## config.mk

```make
export PLATFORM = sky130hd
export DESIGN_NAME = sa_matmul_nxn
export DESIGN_NICKNAME = d
export VERILOG_FILES = /design/src/rtl/sa_pkg.sv /design/src/rtl/sa_mac_pe.sv /design/src/rtl/sa_matmul_nxn.sv
export SDC_FILE = /design/constraint.sdc
export NUM_CORES = 1
export LEC_CHECK = 0
export ABC_AREA = 1
export CAP_MARGIN = 15
export CORE_UTILIZATION = 45
export CTS_CLUSTER_DIAMETER = 60
export DETAILED_ROUTE_END_ITERATION = 8
export PLACE_DENSITY_LB_ADDON = 0.3
export SLEW_MARGIN = 20
export SYNTH_ARGS = -nofsm -noshare
export SYNTH_HDL_FRONTEND = slang
export SYNTH_SLANG_ARGS = --single-unit
```

## constraint.sdc

```tcl
create_clock -name clk -period 11.4 [get_ports clk]
set_input_delay 2.28 -clock clk [delete_from_list [all_inputs] [get_ports clk]]
set_output_delay 2.28 -clock clk [all_outputs]
set_load 0.03 [all_outputs]
```

## src/rtl/sa_pkg.sv

```systemverilog
// Shared types and sizing helpers for the output-stationary systolic matrix multiplier.
package sa_pkg;

  typedef enum logic [1:0] {IDLE, LOAD, FLUSH, OUT} state_t;

  localparam int ACC_MARGIN = 4;

  // Cycles of zero feed needed for the last beat to reach PE(N-1,N-1).
  function automatic int flush_len(input int n);
    return 2 * n - 1;
  endfunction

  function automatic int acc_w_default(input int data_w);
    return 2 * data_w + ACC_MARGIN;
  endfunction

endpackage

```

## src/rtl/sa_mac_pe.sv

```systemverilog
// One processing element: forwards a right and b down, accumulates a*b in place.
module sa_mac_pe
  import sa_pkg::*;
#(
  parameter int DATA_W = 4,
  parameter int ACC_W  = acc_w_default(DATA_W)
) (
  input  logic              clk,
  input  logic              rst_n,
  input  logic [DATA_W-1:0] a,
  input  logic [DATA_W-1:0] b,
  input  logic              clear,
  input  logic              signed_mode,
  output logic [DATA_W-1:0] a_out,
  output logic [DATA_W-1:0] b_out,
  output logic [ACC_W-1:0]  acc
);

  // Full-width product, sign- or zero-extended into the accumulator width.
  function automatic logic [ACC_W-1:0] ext_prod(input logic [DATA_W-1:0] x,
                                                input logic [DATA_W-1:0] y,
                                                input logic              sm);
    logic signed [2*DATA_W-1:0] ps;
    logic        [2*DATA_W-1:0] pu;
    ps = (2*DATA_W)'($signed(x)) * (2*DATA_W)'($signed(y));
    pu = (2*DATA_W)'(x) * (2*DATA_W)'(y);
    if (sm) return ACC_W'(ps);
    else    return ACC_W'(pu);
  endfunction

  always_ff @(posedge clk or negedge rst_n) begin
    if (!rst_n) begin
      a_out <= '0;
      b_out <= '0;
      acc   <= '0;
    end else begin
      a_out <= a;
      b_out <= b;
      if (clear) acc <= '0;
      else       acc <= acc + ext_prod(a, b, signed_mode);
    end
  end

endmodule

```

## src/rtl/sa_matmul_nxn.sv

```systemverilog
// N x N output-stationary systolic multiplier C = A x B with streaming operand
// beats (one A column + one B row per beat) and row-at-a-time result readout.
module sa_matmul_nxn
  import sa_pkg::*;
#(
  parameter int N      = 3,
  parameter int DATA_W = 4,
  parameter int ACC_W  = acc_w_default(DATA_W)
) (
  input  logic                   clk,
  input  logic                   rst_n,
  input  logic                   start,
  input  logic                   signed_mode,
  output logic                   busy,
  output logic                   done,
  input  logic                   in_valid,
  output logic                   in_ready,
  input  logic [N*DATA_W-1:0]    in_a_col,
  input  logic [N*DATA_W-1:0]    in_b_row,
  output logic                   out_valid,
  input  logic                   out_ready,
  output logic [$clog2(N)-1:0]   out_row,
  output logic [N*ACC_W-1:0]     out_data
);

  localparam int KW   = $clog2(N);
  localparam int FLEN = flush_len(N);
  localparam int FW   = $clog2(FLEN + 1);

  state_t          state;
  logic [KW-1:0]   k;
  logic [FW-1:0]   flush_cnt;
  logic            mode_q;
  logic            clear;
  logic            hs;

  logic [DATA_W-1:0] a_h [N][N+1];
  logic [DATA_W-1:0] b_v [N+1][N];
  logic [ACC_W-1:0]  acc [N][N];
  logic              unused_tail;

  assign hs    = in_valid & in_ready;
  assign clear = (state == IDLE) & start;

  always_ff @(posedge clk or negedge rst_n) begin
    if (!rst_n) begin
      state     <= IDLE;
      k         <= '0;
      flush_cnt <= '0;
      mode_q    <= 1'b0;
      busy      <= 1'b0;
      done      <= 1'b0;
      in_ready  <= 1'b0;
      out_valid <= 1'b0;
      out_row   <= '0;
    end else begin
      done <= 1'b0;
      case (state)
        IDLE: begin
          if (start) begin
            state    <= LOAD;
            k        <= '0;
            mode_q   <= signed_mode;
            busy     <= 1'b1;
            in_ready <= 1'b1;
          end
        end
        LOAD: begin
          if (hs) begin
            if (k == KW'(N - 1)) begin
              state     <= FLUSH;
              flush_cnt <= '0;
              in_ready  <= 1'b0;
            end else begin
              k <= k + 1'b1;
            end
          end
        end
        FLUSH: begin
          if (flush_cnt == FW'(FLEN - 1)) begin
            state     <= OUT;
            out_row   <= '0;
            out_valid <= 1'b1;
          end else begin
            flush_cnt <= flush_cnt + 1'b1;
          end
        end
        OUT: begin
          if (out_ready) begin
            if (out_row == KW'(N - 1)) begin
              state     <= IDLE;
              out_valid <= 1'b0;
              busy      <= 1'b0;
              done      <= 1'b1;
              out_row   <= '0;
            end else begin
              out_row <= out_row + 1'b1;
            end
          end
        end
        default: state <= IDLE;
      endcase
    end
  end

  // Skew stage: capture register (zero when no beat) plus i extra delays for row/column i.
  for (genvar gi = 0; gi < N; gi++) begin : g_skew
    logic [DATA_W-1:0] a_skew [0:gi];
    logic [DATA_W-1:0] b_skew [0:gi];

    always_ff @(posedge clk or negedge rst_n) begin
      if (!rst_n) begin
        for (int d = 0; d <= gi; d++) begin
          a_skew[d] <= '0;
          b_skew[d] <= '0;
        end
      end else begin
        a_skew[0] <= hs ? in_a_col[gi*DATA_W +: DATA_W] : '0;
        b_skew[0] <= hs ? in_b_row[gi*DATA_W +: DATA_W] : '0;
        for (int d = 1; d <= gi; d++) begin
          a_skew[d] <= a_skew[d-1];
          b_skew[d] <= b_skew[d-1];
        end
      end
    end

    assign a_h[gi][0] = a_skew[gi];
    assign b_v[0][gi] = b_skew[gi];
  end

  // PE array stage: A flows east, B flows south, results stay put.
  for (genvar gr = 0; gr < N; gr++) begin : g_row
    for (genvar gc = 0; gc < N; gc++) begin : g_col
      sa_mac_pe #(
        .DATA_W (DATA_W),
        .ACC_W  (ACC_W)
      ) u_pe (
        .clk         (clk),
        .rst_n       (rst_n),
        .a           (a_h[gr][gc]),
        .b           (b_v[gr][gc]),
        .clear       (clear),
        .signed_mode (mode_q),
        .a_out       (a_h[gr][gc+1]),
        .b_out       (b_v[gr+1][gc]),
        .acc         (acc[gr][gc])
      );
    end
  end

  always_comb begin
    out_data = '0;
    for (int j = 0; j < N; j++) out_data[j*ACC_W +: ACC_W] = acc[out_row][j];
  end

  // East and south edge outputs leave the array unconsumed.
  always_comb begin
    unused_tail = 1'b0;
    for (int i = 0; i < N; i++) unused_tail = unused_tail ^ (^a_h[i][N]) ^ (^b_v[N][i]);
  end

endmodule

```

==> run summary <==
Internal power = 2.51 mW
Post-detailed-route via-to-cell ratio = 5.08
Setup TNS = 0 ps
Worst-Skew Late Latency = 580 ps
Flop pwr share = 27.7%
Via Count = 16500
Min Hold Slack = 345 ps
Worst Path Arrival = 2950 ps
I/O pins = 72
Total Wirelength = 47000 microns
Standard-cell rows = 77
Mapped Area = 20400 sq um
Combinational Power Share = 50.1%
Post-CTS Resized = 0
Pleak = 13.7 nW
Root Driver = clkbuf_16
CTS tree = built
Post-synth EDFFs = 0
Worst vdd ir = 0.000373 V
Final Setup Violations = 0
Share of layout cells above drive strength 1 = 6.14%
Die area = 46100 sq um
Worst EP required = 9120 ps
Global-route wire length before repair = 81500 microns
Pwr Density = 200 nW/um^2
Placed Instance Area = 21700 sq um
Maximum buffer depth of the clock tree = 3
Routed Antenna Nets = 0
Final min period = 5230 ps
Hold/Removal Path Class = reg -> reg
Max-Cap Viols = 0
Remaining DRCs = 0
Vias in the first global route = 17200
Crit Path Category = reg -> out
Antenna violations before repair = 0
Clock share of power = 22.2%
Clock Sinks = 218
Clk slew on worst S/H paths = 60 ps
Die X = 215 microns
1st-pass router iterations = 5
Outcome = finished clean
Worst-margin pin slew = 947 ps
Slew headroom = 36.9%
Synth top area share = 26.8%
Count of input and output buffers = 71
Synth area leader = dfrtp_1
DR iter-0 viols = 713
Core ar. = 44400 sq um
P&R area growth vs syn = 11.7%
Post-synth ARST share = 100%
Largest net degree at the start of global routing = 86
RD Place Congestion = 0.877
Total track usage = 21.3%
Initial core utilization = 45.8%
Synthesized net count = 3011
Achievable Freq = 191 MHz
CTS HTree Levels = 1
Final worst-path cycle share = 45.8%
Design area = 22700 sq um
Post-Route Skew = 26.2 ps
Synth area leaders = dfrtp_1, ha_1, fa_1
TritonCTS Buffers = 30
Final Hold Viols = 0
Overflow after GRT = 0
Design Power = 4.54 mW
Setup Fix Bufs, Post-CTS = 0
Vert. Die Dim = 215 microns
Post-synth cell types = 36
Final Net Count = 3071
RSZ-0062 raised after global routing = no
Worst-path fanout max = 31
CP Launch Type = flip-flop
Sequential area share after synthesis = 26.8%
Net switching power = 2.03 mW
Syn avg cell area = 7.92 sq um
CP Capture Type = output pin
Post-DP HPWL = 37000 microns
Final Max Slew Viols = 0
Synth warn = 0
Mapped Cells = 2569
Most used flip-flop cell after synthesis = dfrtp_1
Cts hold-fix bufs = 0
DR WL/cell = 14.5 microns
Synth Register Bits = 218
Sw Ratio = 44.7%
[critical path, cell delays in order (launching register included)]
cell,delay (ps)
dfrtp_1,420
inv_2,70
nor2_4,70
buf_4,320
inv_2,220
o21ai_0,450
clkdlybuf4s50_1,770
[power by group through the flow]
stage               logic, mW  registers, mW  clock network, mW
finish                   2.27           1.26               1.01
global route             2.55           1.29               1.06
CTS                      2.28           1.26               1.03
detailed placement       2.26           1.27                  0
global placement         2.21           1.27                  0
floorplan                1.63           1.19                  0
[registers in the layout, summed over array words and instances (netlist names)]
signal	cells
state	2
done	1
out_valid	1
mode_q	1
g_skew.b_skew	16
in_ready	1
g_row.g_col.u_pe.a_out	24
g_row.g_col.u_pe.b_out	24
busy	1
b_v	8
a_h	8
k	2
g_row.g_col.u_pe.acc	108
flush_cnt	3
out_row	2
g_skew.a_skew	16
[cell type report]
type | instances | area [sq um]
diodes | 1 | 2.50
clock buffers | 43 | 891
clock inverters | 13 | 191
fillers | 4214 | 21700
inverters | 485 | 1830
multi-input cells | 1814 | 12800
flip-flops and latches | 218 | 5460
well taps | 592 | 741
repair buffers | 80 | 783
[placed cells by master, fill, tap and decap left out, drive strengths merged, types with 4 or more instances in the layout]
cell and count:
nand2 613, a31oi 10, a21oi 157, inv 481
o21a 9, buf 10, clkdlybuf4s50 70, xnor2 27
o31ai 11, nand4 19, ha 286, or2 11
nand3 117, o21bai 8, clkbuf 43, o21ai 95
a22oi 34, nor2 197, nor3 20, a21o 19
o22ai 17, fa 126, clkinv 11, xor2 28
dfrtp 218, bufinv 4, a211oi 9
[layer usage]
metal	share of wire, %	wire (microns)	vias up	global-route usage (%)
li1	-	-	8318	-
met1	44	20600	7803	26.0
met2	50	23500	284	38.9
met3	3.8	1780	89	2.75
met4	2.7	1250	0	5.81
met5	0	0	-	0
[Yosys cell counts, types with 12 or more instances]
master / n
buf_2: 12
a21oi_1: 157
nand4_1: 19
inv_2: 12
xnor2_1: 27
o21ai_0: 85
ha_1: 286
dfrtp_1: 218
xor2_1: 28
fa_1: 126
a21o_1: 19
inv_1: 464
nand3_1: 98
clkbuf_1: 31
nand3_2: 19
o22ai_1: 17
nor2_1: 191
nor3_1: 16
nand2_1: 575
nand2_2: 38
a22oi_1: 34
[per-stage QoR]
step / utilization [%] / setup WS, ps / std cells
global placement: 48.8 / 6490 / 3189
global route: 51.2 / 5870 / 3245
detailed placement: 48.8 / 6360 / 3189
CTS: 51.2 / 6180 / 3245
floorplan: - / 6990 / 2569
finish: 51.2 / 6170 / 3246
[logic make-up (layout without fill, tap and decap cells)]
family	Yosys count	after routing	synth area share, %
AOI/OAI and AO/OA	370	370	10.4
xor gates and xnor gates	55	55	2.37
adders and majority gates	412	412	30.0
buffers and inverters	537	621	10.1
DFF	218	218	26.8
other	0	1	0
and+or+nand+nor	977	977	20.4
[final timing paths]
path                                                       from                        endpoint  slack [ps]  depth (start not counted)
worst min register to register              g_skew[1].a_skew[4]                         a_h[28]         340                          0
worst max register to register  g_row[0].g_col[1].u_pe.b_out[3]  g_row[1].g_col[1].u_pe.acc[11]        6370                         23
min in group asynchronous                                 rst_n   g_row[0].g_col[2].u_pe.acc[9]        1710                          1
max in group asynchronous                                 rst_n            g_skew[2].a_skew[10]        8280                          2
worst max-delay path                                 out_row[1]                    out_data[13]        6170                          6
worst min-delay path                        g_skew[1].a_skew[4]                         a_h[28]         340                          0
Power figures use the tool's default switching activity.
